==> src/rtl/model_loader.sv <==
// model_loader: parses a LEN_LO/LEN_HI/payload/CHK byte stream, packs three payload
// bytes per 18-bit word and writes the words to model memory port A from address 0.
module model_loader #(
  parameter int MODEL_ADDR_WIDTH = 10,
  parameter int MODEL_DATA_WIDTH = 18,
  parameter int MODEL_LOC_SIZE   = 1024,
  parameter int TIMEOUT_CYCLES   = 1000000
) (
  input  logic                        clk,
  input  logic                        rst,
  input  logic                        start,
  input  logic [7:0]                  in_data,
  input  logic                        in_valid,
  output logic                        in_ready,
  output logic                        mm_ena,
  output logic                        mm_wea,
  output logic [MODEL_ADDR_WIDTH-1:0] mm_addra,
  output logic [MODEL_DATA_WIDTH-1:0] mm_dla,
  output logic                        busy,
  output logic                        done,
  output logic                        error,
  output logic [1:0]                  err_code,
  output logic [MODEL_ADDR_WIDTH:0]   words_written
);

  localparam int TMO_W = $clog2(TIMEOUT_CYCLES + 1);
  localparam int WC_W  = MODEL_ADDR_WIDTH + 1;

  typedef enum logic [3:0] {
    IDLE, LEN_LO, LEN_HI, B0, B1, B2, WRITE, CHK, FINISH
  } state_t;

  state_t                      state_q, state_d;
  logic [15:0]                 len_q, len_d;
  logic [7:0]                  b0_q, b0_d, b1_q, b1_d, sum_q, sum_d;
  logic [TMO_W-1:0]            tmo_q, tmo_d;
  logic [WC_W-1:0]             ww_q, ww_d;
  logic                        in_ready_q, in_ready_d;
  logic                        mm_ena_q, mm_ena_d, mm_wea_q, mm_wea_d;
  logic [MODEL_ADDR_WIDTH-1:0] mm_addra_q, mm_addra_d;
  logic [MODEL_DATA_WIDTH-1:0] mm_dla_q, mm_dla_d;
  logic                        busy_q, busy_d, done_q, done_d, error_q, error_d;
  logic [1:0]                  err_code_q, err_code_d;

  logic        xfer;
  logic        tmo_hit;
  logic [15:0] len_full;

  assign xfer     = in_valid && in_ready_q;
  assign len_full = {in_data, len_q[7:0]};
  assign tmo_hit  = in_ready_q && !xfer && (tmo_q == TMO_W'(TIMEOUT_CYCLES - 1));

  always_comb begin
    state_d    = state_q;
    len_d      = len_q;
    b0_d       = b0_q;
    b1_d       = b1_q;
    sum_d      = sum_q;
    ww_d       = ww_q;
    mm_addra_d = mm_addra_q;
    mm_dla_d   = mm_dla_q;
    error_d    = error_q;
    err_code_d = err_code_q;
    mm_ena_d   = 1'b0;
    mm_wea_d   = 1'b0;
    done_d     = 1'b0;
    // The idle counter only runs while a byte is being waited for.
    tmo_d      = (in_ready_q && !xfer) ? tmo_q + TMO_W'(1) : '0;

    case (state_q)
      IDLE: begin
        if (start) begin
          state_d    = LEN_LO;
          error_d    = 1'b0;
          err_code_d = 2'd0;
          ww_d       = '0;
          sum_d      = '0;
        end
      end
      LEN_LO: begin
        if (xfer) begin
          len_d   = {8'h00, in_data};
          state_d = LEN_HI;
        end
      end
      LEN_HI: begin
        if (xfer) begin
          len_d = len_full;
          if (len_full != 16'd0 && len_full <= 16'(MODEL_LOC_SIZE)) begin
            state_d = B0;
          end else begin
            state_d    = IDLE;
            error_d    = 1'b1;
            err_code_d = 2'd1;
          end
        end
      end
      B0: begin
        if (xfer) begin
          b0_d    = in_data;
          sum_d   = sum_q + in_data;
          state_d = B1;
        end
      end
      B1: begin
        if (xfer) begin
          b1_d    = in_data;
          sum_d   = sum_q + in_data;
          state_d = B2;
        end
      end
      B2: begin
        if (xfer) begin
          sum_d      = sum_q + in_data;
          mm_ena_d   = 1'b1;
          mm_wea_d   = 1'b1;
          mm_addra_d = ww_q[MODEL_ADDR_WIDTH-1:0];
          mm_dla_d   = MODEL_DATA_WIDTH'({in_data[1:0], b1_q, b0_q});
          state_d    = WRITE;
        end
      end
      WRITE: begin
        ww_d    = ww_q + WC_W'(1);
        state_d = ((16'(ww_q) + 16'd1) < len_q) ? B0 : CHK;
      end
      CHK: begin
        if (xfer) begin
          state_d = FINISH;
          if (in_data == sum_q) begin
            done_d = 1'b1;
          end else begin
            error_d    = 1'b1;
            err_code_d = 2'd2;
          end
        end
      end
      FINISH:  state_d = IDLE;
      default: state_d = IDLE;
    endcase

    if (tmo_hit) begin
      state_d    = IDLE;
      error_d    = 1'b1;
      err_code_d = 2'd3;
    end

    in_ready_d = state_d inside {LEN_LO, LEN_HI, B0, B1, B2, CHK};
    busy_d     = (state_d != IDLE);
  end

  always_ff @(posedge clk) begin
    if (rst) begin
      state_q    <= IDLE;
      len_q      <= '0;
      b0_q       <= '0;
      b1_q       <= '0;
      sum_q      <= '0;
      tmo_q      <= '0;
      ww_q       <= '0;
      in_ready_q <= 1'b0;
      mm_ena_q   <= 1'b0;
      mm_wea_q   <= 1'b0;
      mm_addra_q <= '0;
      mm_dla_q   <= '0;
      busy_q     <= 1'b0;
      done_q     <= 1'b0;
      error_q    <= 1'b0;
      err_code_q <= 2'd0;
    end else begin
      state_q    <= state_d;
      len_q      <= len_d;
      b0_q       <= b0_d;
      b1_q       <= b1_d;
      sum_q      <= sum_d;
      tmo_q      <= tmo_d;
      ww_q       <= ww_d;
      in_ready_q <= in_ready_d;
      mm_ena_q   <= mm_ena_d;
      mm_wea_q   <= mm_wea_d;
      mm_addra_q <= mm_addra_d;
      mm_dla_q   <= mm_dla_d;
      busy_q     <= busy_d;
      done_q     <= done_d;
      error_q    <= error_d;
      err_code_q <= err_code_d;
    end
  end

  assign in_ready      = in_ready_q;
  assign mm_ena        = mm_ena_q;
  assign mm_wea        = mm_wea_q;
  assign mm_addra      = mm_addra_q;
  assign mm_dla        = mm_dla_q;
  assign busy          = busy_q;
  assign done          = done_q;
  assign error         = error_q;
  assign err_code      = err_code_q;
  assign words_written = ww_q;

endmodule

==> config.mk <==
export PLATFORM = sky130hd
export DESIGN_NAME = model_loader
export DESIGN_NICKNAME = d
export VERILOG_FILES = /design/src/rtl/model_loader.sv
export SDC_FILE = /design/constraint.sdc
export NUM_CORES = 1
export LEC_CHECK = 0
export ABC_AREA = 1
export ABC_CLOCK_PERIOD_IN_PS = 5300
export BUFFER_PORTS_ARGS = -buffer_cell sky130_fd_sc_hd__buf_2
export CELL_PAD_IN_SITES_DETAIL_PLACEMENT = 1
export CELL_PAD_IN_SITES_GLOBAL_PLACEMENT = 2
export CORE_MARGIN = 2
export CORE_UTILIZATION = 36
export CTS_CLUSTER_DIAMETER = 80
export DETAILED_ROUTE_END_ITERATION = 16
export GPL_ROUTABILITY_DRIVEN = 0
export GPL_TIMING_DRIVEN = 0
export PLACE_DENSITY_LB_ADDON = 0.1
export SETUP_SLACK_MARGIN = 0.3
export SKIP_CTS_REPAIR_TIMING = 1
export SLEW_MARGIN = 20
export SYNTH_ARGS = -nofsm -noshare
export SYNTH_HDL_FRONTEND = slang
export SYNTH_SLANG_ARGS = --single-unit
==> constraint.sdc <==
create_clock -name clk -period 5.3 [get_ports clk]
set_input_delay 1.59 -clock clk [delete_from_list [all_inputs] [get_ports clk]]
set_output_delay 1.59 -clock clk [all_outputs]
set_load 0.01 [all_outputs]
==> After elaboration in Yosys (flattened, before gate mapping) <==
Cells that the tools add are included.
{ "word_totals": {"regBits": 110, "out_inout_bits": 47, "input_bits": 12, "wordCells": 111} }
{ "op_classes": {"bitwise": 5, "reduce_logical": 25, "addsub": 4, "magnitude_cmp": 2, "eq_ne": 24, "mux": 35} }
{ "op_table": {"columns": ["cell", "count"], "rows": [
  ["two-way mux 16 bit", 2],
  ["two-way mux 4 bit", 8],
  ["one-hot mux 16 bit (2 select lines)", 1],
  ["one-hot mux 4 bit (8 select lines)", 1],
  ["== test 4 x 3 -> 1 bit (second input constant)", 7],
  ["one-hot mux 11 bit (2 select lines)", 1],
  ["adder 20 x 1 -> 20 bit (second input constant)", 1],
  ["== test 20 bit (second input constant)", 1],
  ["== test 4 x 2 -> 1 bit (second input constant)", 4],
  ["<= comparator 16 x 11 -> 1 bit (second input constant)", 1],
  ["< comparator 12 x 16 -> 1 bit", 1],
  ["two-way mux 8 bit", 2],
  ["one-hot mux 8 bit (2 select lines)", 1],
  ["nonzero test 16 bit", 1],
  ["!= test 3 bit (second input constant)", 5],
  ["two-way mux 2 bit", 7],
  ["adder 11 x 1 -> 12 bit (second input constant)", 1],
  ["adder 11 x 1 -> 11 bit (second input constant)", 1],
  ["two-way mux 11 bit", 1],
  ["AND reduction 3 bit", 3],
  ["adder 8 bit", 1],
  ["== test 4 x 1 -> 1 bit (second input constant)", 2],
  ["== test 8 bit", 1],
  ["two-way mux 1 bit", 8],
  ["other kinds (16)", 33]
]} }

==> Longest topological paths before layout <==
Gate-level depths: netlist of run 1.
{ "depth": {"depth_word": 8, "mapped_depth": 20, "ltp_nobuf": 20} }

==> Worst setup path before layout of run 1 <==
No wires, ideal clock.
{ "synth_path": {"kind": "input port to flip-flop", "from": "input port in_data[0]", "to": "register sum_q[6]", "path_slack_ns": 2.179, "arrival_time_ns": 3.050, "cell_stages": 13, "required_time_ns": 5.230, "cell_sequence": "ha_1 > inv_1 > fa_1 > or2_2 > nand2_1 > nand2_1 > nand2_1 > nand2_1 > nand2_1 > a21oi_1 > xnor2_1 > nand2_1 > a21oi_1"} }
{ "synth_between": {"elab_chain_len": 3} }
{ "synth_lines": {"columns": ["item", "line_no", "source"], "rows": [
  ["start, declared", "12", "input logic [7:0] in_data,"],
  ["adder 8 bit", "101, 108, 114", null],
  ["two-way mux 8 bit", "99, 106, 113", null],
  ["one-hot mux 8 bit (2 select lines)", "70", "case (state_q)"],
  ["end signal, assigned", "174", "sum_q <= sum_d;"],
  ["end, declared", "35", "logic [7:0] b0_q, b0_d, b1_q, b1_d, sum_q, sum_d;"]
]} }
Every way passes these cells. The select of a mux whose other input is x is not followed.
A chain may end at the register's enable or synchronous reset.

==> Final worst setup path of run 1 <==
Ends and elaborated chain as after synthesis.

==> reports/results.txt, run 1 <==
Clk sink count -> 110
DRC violation count after routing -> 0
Placed wire-length estimate -> 11.9 mm
Number of distinct standard cells referenced by the synthesized netlist -> 44
H-tree lvl count -> 3
Fraction of the cycle the final worst path needs -> 60.7%
Worst Hold Depth -> 2
Post-synthesis cell area -> 5170 um2
Share of async-settable or async-resettable flops after synthesis -> 0%
Count of state elements after synthesis -> 110
Crit path launch type -> primary input
Final clock skew -> 0.00486 ns
Number of synthesized flops with an enable pin -> 0
Chip Height -> 124 um
Net total in the final layout -> 810
Grt ovf -> 0
Maximum buffer depth of the clock tree -> 2
Post-route non-filler standard cell count -> 962
Max incr delay on CP -> 0.40 ns
Final Worst Setup Slack -> 2.08 ns
Worst ir drop on vdd -> 0.148 mV
Number of nets in the synthesized netlist -> 741
Required @ worst endpoint -> 5.59 ns
Count of standard-cell rows -> 43
Drt initial violations -> 116
Most used standard cells in the synthesized netlist -> sky130_fd_sc_hd__nand2_1 (121), sky130_fd_sc_hd__dfxtp_1 (110), sky130_fd_sc_hd__nor2_1 (102)
Cell with the most instances on the worst path -> sky130_fd_sc_hd__nand2_1
Pin count of the biggest net entering global routing -> 19
Global-route wire length before repair -> 25.4 mm
Remaining antenna violation count after routing -> 0
Share of cells above drive strength 1 -> 14.7%
Routed WL -> 15.9 mm
Slew headroom -> 54.8%
Critical path buffers and inverters -> 2
Number of filler instances in the final layout -> 1794
Slew of the pin with the lowest slew margin -> 0.679 ns
Buffer cell driving the clock tree root -> sky130_fd_sc_hd__clkbuf_16
Instance count on the critical path -> 14
Effective utilization at floorplan -> 37.1%
Per-instance average area after synthesis -> 7.31 um2
Cells along the critical path -> buf_2 > ha_1 > inv_1 > fa_1 > or2_2 > nand2_1 > nand2_1 > nand2_1 > nand2_1 > nand2_1 > a21oi_1 > xnor2_1 > nand2_1 > a21oi_1
Data arrival time of the critical path -> 3.51 ns
Relative area change from synthesis to final layout -> 15.3%
Clock latency on the worst-skew pair -> 0.36 ns
Endpoint class of the critical path -> flop
I/O pin cnt -> 59
Unrepaired setup endpoints after global routing -> no
Final-report max-slew violation count -> 0
Max-capacitance violation count -> 0
R2R cell count -> 18
Routed WL per cell -> 16.5 um
Yosys Warn Count -> 0
Result of the run -> finished, final reports clean
Final worst hold slack -> 0.461 ns
Pwr/cell area -> 280 nW/um2
Core footprint -> 13900 um2
Number of antenna violations at the first check in global routing -> 0
Cell with the largest stage delay on the worst path -> sky130_fd_sc_hd__fa_1
Category of cells accounting for the largest share of critical-path delay -> simple AND/OR/NAND/NOR gates
GRT Util Overall -> 21.6%
Die extent in x -> 124 um
Vias per Instance -> 5.10
Final-report hold violation count -> 0
Sequential element share of the synthesized area -> 42.6%
Top-area cell type share of the netlist area -> 42.6%
CTS Buf Count -> 9
Aggregate negative setup slack -> 0 ns
# placed instances -> 946
TritonCTS clock tree -> yes
Pre-CTS setup slack -> 1.70 ns
Dominant synthesized flop cell -> sky130_fd_sc_hd__dfxtp_1
Routed vias -> 4908
Dominant cells by area after synthesis -> sky130_fd_sc_hd__dfxtp_1 (43%), sky130_fd_sc_hd__nand2_1 (8.8%), sky130_fd_sc_hd__nor2_1 (7.4%)
Top-count cell post-synth -> sky130_fd_sc_hd__nand2_1
Fraction of the core area covered by cells at the end of the flow -> 42.8%
Achievable frequency -> 0.311 GHz
Dominant cell type by area after synthesis -> sky130_fd_sc_hd__dfxtp_1
Vias in the first global route -> 4932
Post-synthesis instance total -> 708
Static Leakage -> 0.00260 uW
Die area -> 15300 um2
Final setup viols -> 0
Path type of the worst setup path -> primary input to flop
Number of diodes -> 0
Register clock-pin slew on the reported worst setup and hold paths -> 0.08 ns
Minimum clock period -> 3.22 ns
Worst-path fanout max -> 7
Hold/Removal Path Class -> flop to flop
Total of buffers placed on input and output ports -> 58
Number of optimization iterations in the first detailed-route pass -> 4
==> cell usage in the layout, fill, tap and decap left out, types with 10 or more instances in the layout <==
master,n
sky130_fd_sc_hd__a211oi_1,10
sky130_fd_sc_hd__nand3_1,28
sky130_fd_sc_hd__nor3_1,15
sky130_fd_sc_hd__nand4_1,10
sky130_fd_sc_hd__ha_1,20
sky130_fd_sc_hd__inv_1,68
sky130_fd_sc_hd__clkbuf_1,17
sky130_fd_sc_hd__o21ai_0,52
sky130_fd_sc_hd__nor2_1,102
sky130_fd_sc_hd__dfxtp_1,110
sky130_fd_sc_hd__nand2_1,121
sky130_fd_sc_hd__a21oi_1,76
sky130_fd_sc_hd__buf_2,64
==> stage by stage <==
step,instance area (um2),power (uW)
floorplan,5170,977
global placement,5690,1030
detailed placement,5690,1040
CTS,5970,1700
global route,5970,1750
finish,5970,1670
==> metal layers <==
metal	vias to the layer above	global-route usage, %	wire [um]
met2	56	37.6	7780
met1	2381	27.4	7540
met5	-	0	0
li1	2458	-	-
met3	13	4.40	389
met4	0	5.04	170
==> worst min-delay path: cells and delay by family, from the launching register on <==
family	cells	cell delay, ns
flip-flops	1	0.30
AO/OA/AOI/OAI	1	0.06
buffers and inverters	1	0.06
==> worst paths after layout <==
path / to / startpoint / slack (ns)
max: sum_q[6] / in_data[0] / 2.08
min: b1_q[1] / b1_q[1] / 0.46
max reg2reg: busy / words_written[0] / 2.40
min reg2reg: b1_q[1] / b1_q[1] / 0.46
==> sequential cells by signal (all words and copies together) (netlist names) <==
register	count
words_written	11
mm_dla	18
state_q	4
err_code	2
in_ready	1
sum_q	8
mm_addra	10
b1_q	8
tmo_q	20
error	1
busy	1
done	1
b0_q	8
len_q	16
mm_wea	1
==> cell families after synthesis <==
group                      count (synthesis)  synth area share, %
and+or+nand+nor                          312                 27.1
adders and majority gates                 21                 5.22
AOI/OAI and AO/OA                        153                 15.9
xor gates and xnor gates                   9                 1.52
buffers and inverters                    103                 7.69
DFF                                      110                 42.6
==> where the power goes <==
part	internal (uW)	total, uW	switching, uW
clock network	323	653	330
logic	49.4	169	120
registers	841	851	10.1
total	1210	1670	460
==> layout make-up <==
cell class / count / area (um2) / share of cell area [%]
Inverter: 80 / 300 / 5.03
Multi-Input combinational cell: 495 / 2570 / 43.1
Sequential cell: 110 / 2200 / 36.9
Clock inverter: 6 / 47.5 / 0.797
Clock buffer: 10 / 229 / 3.84
Tap cell: 180 / 225 / 3.78
Buffer: 23 / 97.6 / 1.64
Timing Repair Buffer: 58 / 290 / 4.87
No activity file was read; power rests on OpenSTA's default activity.
==> run 2, diff against run 1 <==
Settings changed: ABC_AREA 1 to 0, ABC_CLOCK_PERIOD_IN_PS 5300 to 2700, CORE_UTILIZATION 36 to 31.
Clock period 5.3 ns to 2.7 ns, I/O delays scaled along.
==> run 2 against run 1 <==
Compared with the run above: the flow now finishes with violations (negative setup slack); area after synthesis is 0.51% lower; first-iteration DRC count rose by 56%; highest routed layer unchanged; synthesized cell count shrank 12%; largest cell class unchanged; die area is 15% higher; largest power group unchanged; routed wire length shrank 2.1%; register-to-register slack lost 2.4 ns; power increased by 92%; final area increased by 5.5%; worst setup slack worse by 2.1 ns; global-route usage shrank 3.8 points; clock power grew 110%; via count fell by 4.5%.
==> reports/results.txt, run 2 <==
Pin count of the biggest net entering global routing -> 18 (was 19)
Switching share of power -> 24.3% (was 27.5%)
Minimum clock period -> 2.71 ns
Register with the most flip-flops -> tmo_q (unchanged)
Number of diodes -> 0 (unchanged)
Remaining antenna violation count after routing -> 0 (unchanged)
Cell with the largest stage delay on the worst path -> sky130_fd_sc_hd__dfxtp_4 (was sky130_fd_sc_hd__fa_1)
Hold wc startpoint -> mm_dla[13] (was b1_q[1])
Per-instance average area after synthesis -> 8.24 um2 (was 7.31 um2)
Routed WL per cell -> 16.7 um (was 16.5 um)
Result of the run -> finished, violations left (was finished, final reports clean)
Pwr/cell area -> 512 nW/um2 (was 280 nW/um2)
Final setup viols -> 1 (was 0)
Clock latency on the worst-skew pair -> 0.36 ns (about the same)
Aggregate negative setup slack -> -0.00826 ns (was 0 ns)
Path type of the worst setup path -> flop to flop (was primary input to flop)
Cells along the critical path -> and3_4 > and3_4 > and3_4 > and3_4 > xor2_2 > ha_1 > and4_4 > nor4b_4 > nand4_1 > o221ai_2 > nor2_1 > o22ai_1 (was buf_2 > ha_1 > inv_1 > fa_1 > or2_2 > nand2_1 > nand2_1 > nand2_1 > nand2_1 > nand2_1 > a21oi_1 > xnor2_1 > nand2_1 > a21oi_1)
Clk sink count -> 110 (unchanged)
Achievable frequency -> 0.369 GHz
Cell-internal power -> 2440 uW (was 1210 uW)
Share of async-settable or async-resettable flops after synthesis -> 0% (unchanged)
Pre-CTS setup slack -> -0.175 ns (was 1.70 ns)
Die area -> 17700 um2 (was 15300 um2)
Count of standard-cell rows -> 47 (was 43)
Top-area cell type share of the netlist area -> 42.8% (was 42.6%)
Core footprint -> 16400 um2 (was 13900 um2)
Routed vias -> 4686 (was 4908)
Endpoint class of the critical path -> flop (unchanged)
CTS Buf Count -> 9 (unchanged)
Dominant cell type by area after synthesis -> sky130_fd_sc_hd__dfxtp_1 (unchanged)
Sequential element share of the synthesized area -> 42.8% (was 42.6%)
GRT Util Overall -> 17.8% (was 21.6%)
Flip-flop count of the largest register after layout -> 20 (unchanged)
Buffer cell driving the clock tree root -> sky130_fd_sc_hd__clkbuf_16 (unchanged)
Required @ worst endpoint -> 2.97 ns (was 5.59 ns)
Vias per Instance -> 5.04 (was 5.10)
Routed WL -> 15.5 mm (was 15.9 mm)
Combinational share of power -> 6.5% (was 10.1%)
Final-report max-slew violation count -> 0 (unchanged)
Top-count cell post-synth -> sky130_fd_sc_hd__dfxtp_1 (was sky130_fd_sc_hd__nand2_1)
Slew of the pin with the lowest slew margin -> 0.903 ns (was 0.679 ns)
TritonCTS clock tree -> yes (unchanged)
Dominant cells by area after synthesis -> sky130_fd_sc_hd__dfxtp_1 (43%), sky130_fd_sc_hd__nand2_1 (7.0%), sky130_fd_sc_hd__nor2_1 (6.3%) (was sky130_fd_sc_hd__dfxtp_1 (43%), sky130_fd_sc_hd__nand2_1 (8.8%), sky130_fd_sc_hd__nor2_1 (7.4%))
Register clock-pin slew on the reported worst setup and hold paths -> 0.07 ns (was 0.08 ns)
Destination of the worst register-to-register timing path -> busy (unchanged)
Post-synthesis cell area -> 5150 um2 (was 5170 um2)
Static Leakage -> 0.00246 uW (was 0.00260 uW)
I/O pin cnt -> 59 (unchanged)
Hold/Removal Path Class -> flop to flop (unchanged)
Minimum setup slack among reg-to-reg paths -> -0.008 ns (was 2.40 ns)
Crit path launch type -> flop (was primary input)
Number of optimization iterations in the first detailed-route pass -> 4 (unchanged)
Share of cells above drive strength 1 -> 17.5% (was 14.7%)
Final Worst Setup Slack -> -0.00826 ns (was 2.08 ns)
Fraction of power consumed by the clock network -> 42.5% (was 39.0%)
Worst Hold Depth -> 2 (unchanged)
Final-report hold violation count -> 0 (unchanged)
Chip Height -> 133 um (was 124 um)
Sw Pwr -> 782 uW (was 460 uW)
Drt initial violations -> 181 (was 116)
Relative area change from synthesis to final layout -> 22.2% (was 15.3%)
Final clock skew -> 0.0104 ns (was 0.00486 ns)
Max incr delay on CP -> 0.38 ns (was 0.40 ns)
Fraction of the cycle the final worst path needs -> 100%
Leading cell types in the layout, fill and taps excluded -> sky130_fd_sc_hd__dfxtp_1 (106), sky130_fd_sc_hd__nand2_1 (95), sky130_fd_sc_hd__nor2_1 (85), sky130_fd_sc_hd__buf_2 (57), sky130_fd_sc_hd__a21oi_1 (54) (was sky130_fd_sc_hd__nand2_1 (121), sky130_fd_sc_hd__dfxtp_1 (110), sky130_fd_sc_hd__nor2_1 (102), sky130_fd_sc_hd__a21oi_1 (76), sky130_fd_sc_hd__inv_1 (68))
Total of buffers placed on input and output ports -> 57 (was 58)
Slew headroom -> 39.3% (was 54.8%)
Sequential power share -> 51.0% (was 50.8%)
Cell with the most instances on the worst path -> sky130_fd_sc_hd__and3_4 (was sky130_fd_sc_hd__nand2_1)
Grt ovf -> 0 (unchanged)
Placed cell area -> 5760 um2 (was 5690 um2)
Dominant synthesized flop cell -> sky130_fd_sc_hd__dfxtp_1 (unchanged)
Reg-to-reg startpoint -> words_written[1] (was words_written[0])
Unrepaired setup endpoints after global routing -> yes (was no)
Data arrival time of the critical path -> 2.97 ns (was 3.51 ns)
Max-capacitance violation count -> 0 (unchanged)
Post-synthesis instance total -> 625 (was 708)
Number of synthesized flops with an enable pin -> 0 (unchanged)
Placed wire-length estimate -> 11.4 mm (was 11.9 mm)
R2R cell count -> 12 (was 18)
Net total in the final layout -> 738 (was 810)
Failing checks -> negative setup slack
Yosys Warn Count -> 0 (unchanged)
Global-route wire length before repair -> 24.8 mm (was 25.4 mm)
Final worst hold slack -> 0.453 ns (was 0.461 ns)
Number of antenna violations at the first check in global routing -> 0 (unchanged)
Worst-path fanout max -> 5 (was 7)
Number of filler instances in the final layout -> 1990 (was 1794)
Commonest non-fill, non-tap cell in the layout -> sky130_fd_sc_hd__dfxtp_1 (was sky130_fd_sc_hd__nand2_1)
DRC violation count after routing -> 0 (unchanged)
Worst ir drop on vdd -> 0.278 mV (was 0.148 mV)
Number of distinct standard cells referenced by the synthesized netlist -> 57 (was 44)
Final design area excluding fillers -> 6290 um2 (was 5970 um2)
Die extent in x -> 133 um (was 124 um)
Count of state elements after synthesis -> 110 (unchanged)
Maximum buffer depth of the clock tree -> 2 (unchanged)
Most used standard cells in the synthesized netlist -> sky130_fd_sc_hd__dfxtp_1 (110), sky130_fd_sc_hd__nand2_1 (96), sky130_fd_sc_hd__nor2_1 (86) (was sky130_fd_sc_hd__nand2_1 (121), sky130_fd_sc_hd__dfxtp_1 (110), sky130_fd_sc_hd__nor2_1 (102))
Hold Crit Endpoint -> mm_dla[13] (was b1_q[1])
Vias in the first global route -> 4725 (was 4932)
Number of nets in the synthesized netlist -> 658 (was 741)
Effective utilization at floorplan -> 31.4% (was 37.1%)
H-tree lvl count -> 3 (unchanged)
run 2: metrics by stage:
step                      cells  utilization, %  power [uW]
final                       929            38.3        3220
after global routing        929            38.3        3360
after CTS                   917            36.9        3270
after detailed placement    902            35.1        1880
after global placement      902            35.1        1880
after floorplan             625               -        1800
run 2: kinds of logic (layout without fill, tap and decap cells):
kind of cell    after synthesis  count (layout)  synth area share [%]
simple gates                283             283                  26.0
compound gates              114             114                  13.5
fa+ha+maj                    21              21                  5.25
mux                          17              17                  3.31
xor+xnor                     30              30                  5.10
flops                       110             110                  42.8
buf+inv                      50             134                  4.03
run 2: worst max-delay path by stage:
stage | start | endpoint | slack [ns] | depth (start not counted)
finish | words_written[1] | busy | -0.008 | 12
detailed placement | in_valid | mm_addra[1] | -0.18 | 7
floorplan | words_written[2] | in_ready | 0.24 | 11
global placement | in_valid | mm_dla[13] | -0.14 | 7
CTS | words_written[0] | in_ready | -0.21 | 12
global route | words_written[0] | busy | -0.13 | 12
run 2: power by group through the flow:
stage | combinational, uW | sequential, uW | clock [uW]
finish | 209 | 1640 | 1370
global route | 231 | 1640 | 1480
CTS | 204 | 1640 | 1420
detailed placement | 203 | 1680 | 0
global placement | 197 | 1680 | 0
floorplan | 119 | 1680 | 0
run 2: critical path, delay by kind of cell (launching register included):
family	cells	cell delay [ns]
xor gates and xnor gates	1	0.07
and+or+nand+nor	8	1.50
AOI/OAI and AO/OA	2	0.36
adders and majority gates	1	0.31
DFF	1	0.38
run 2: cell type report:
| type | count | area, um2 | area share, % |
|---|---|---|---|
| clock inverter | 5 | 58.8 | 0.935 |
| timing repair buffer | 69 | 390 | 6.21 |
| buffer | 31 | 136 | 2.17 |
| tap | 220 | 275 | 4.38 |
| clock buffer | 10 | 239 | 3.80 |
| inverter | 19 | 71.3 | 1.13 |
| multi-input combinational | 465 | 2910 | 46.2 |
| sequential | 110 | 2210 | 35.2 |
run 2: metal layers:
metal	wire length (um)	global-route usage (%)	vias to the layer above
li1	-	-	2324
met1	7500	23.8	2291
met2	7470	30.0	58
met3	353	2.30	13
met4	209	5.62	0
met5	0	0	-
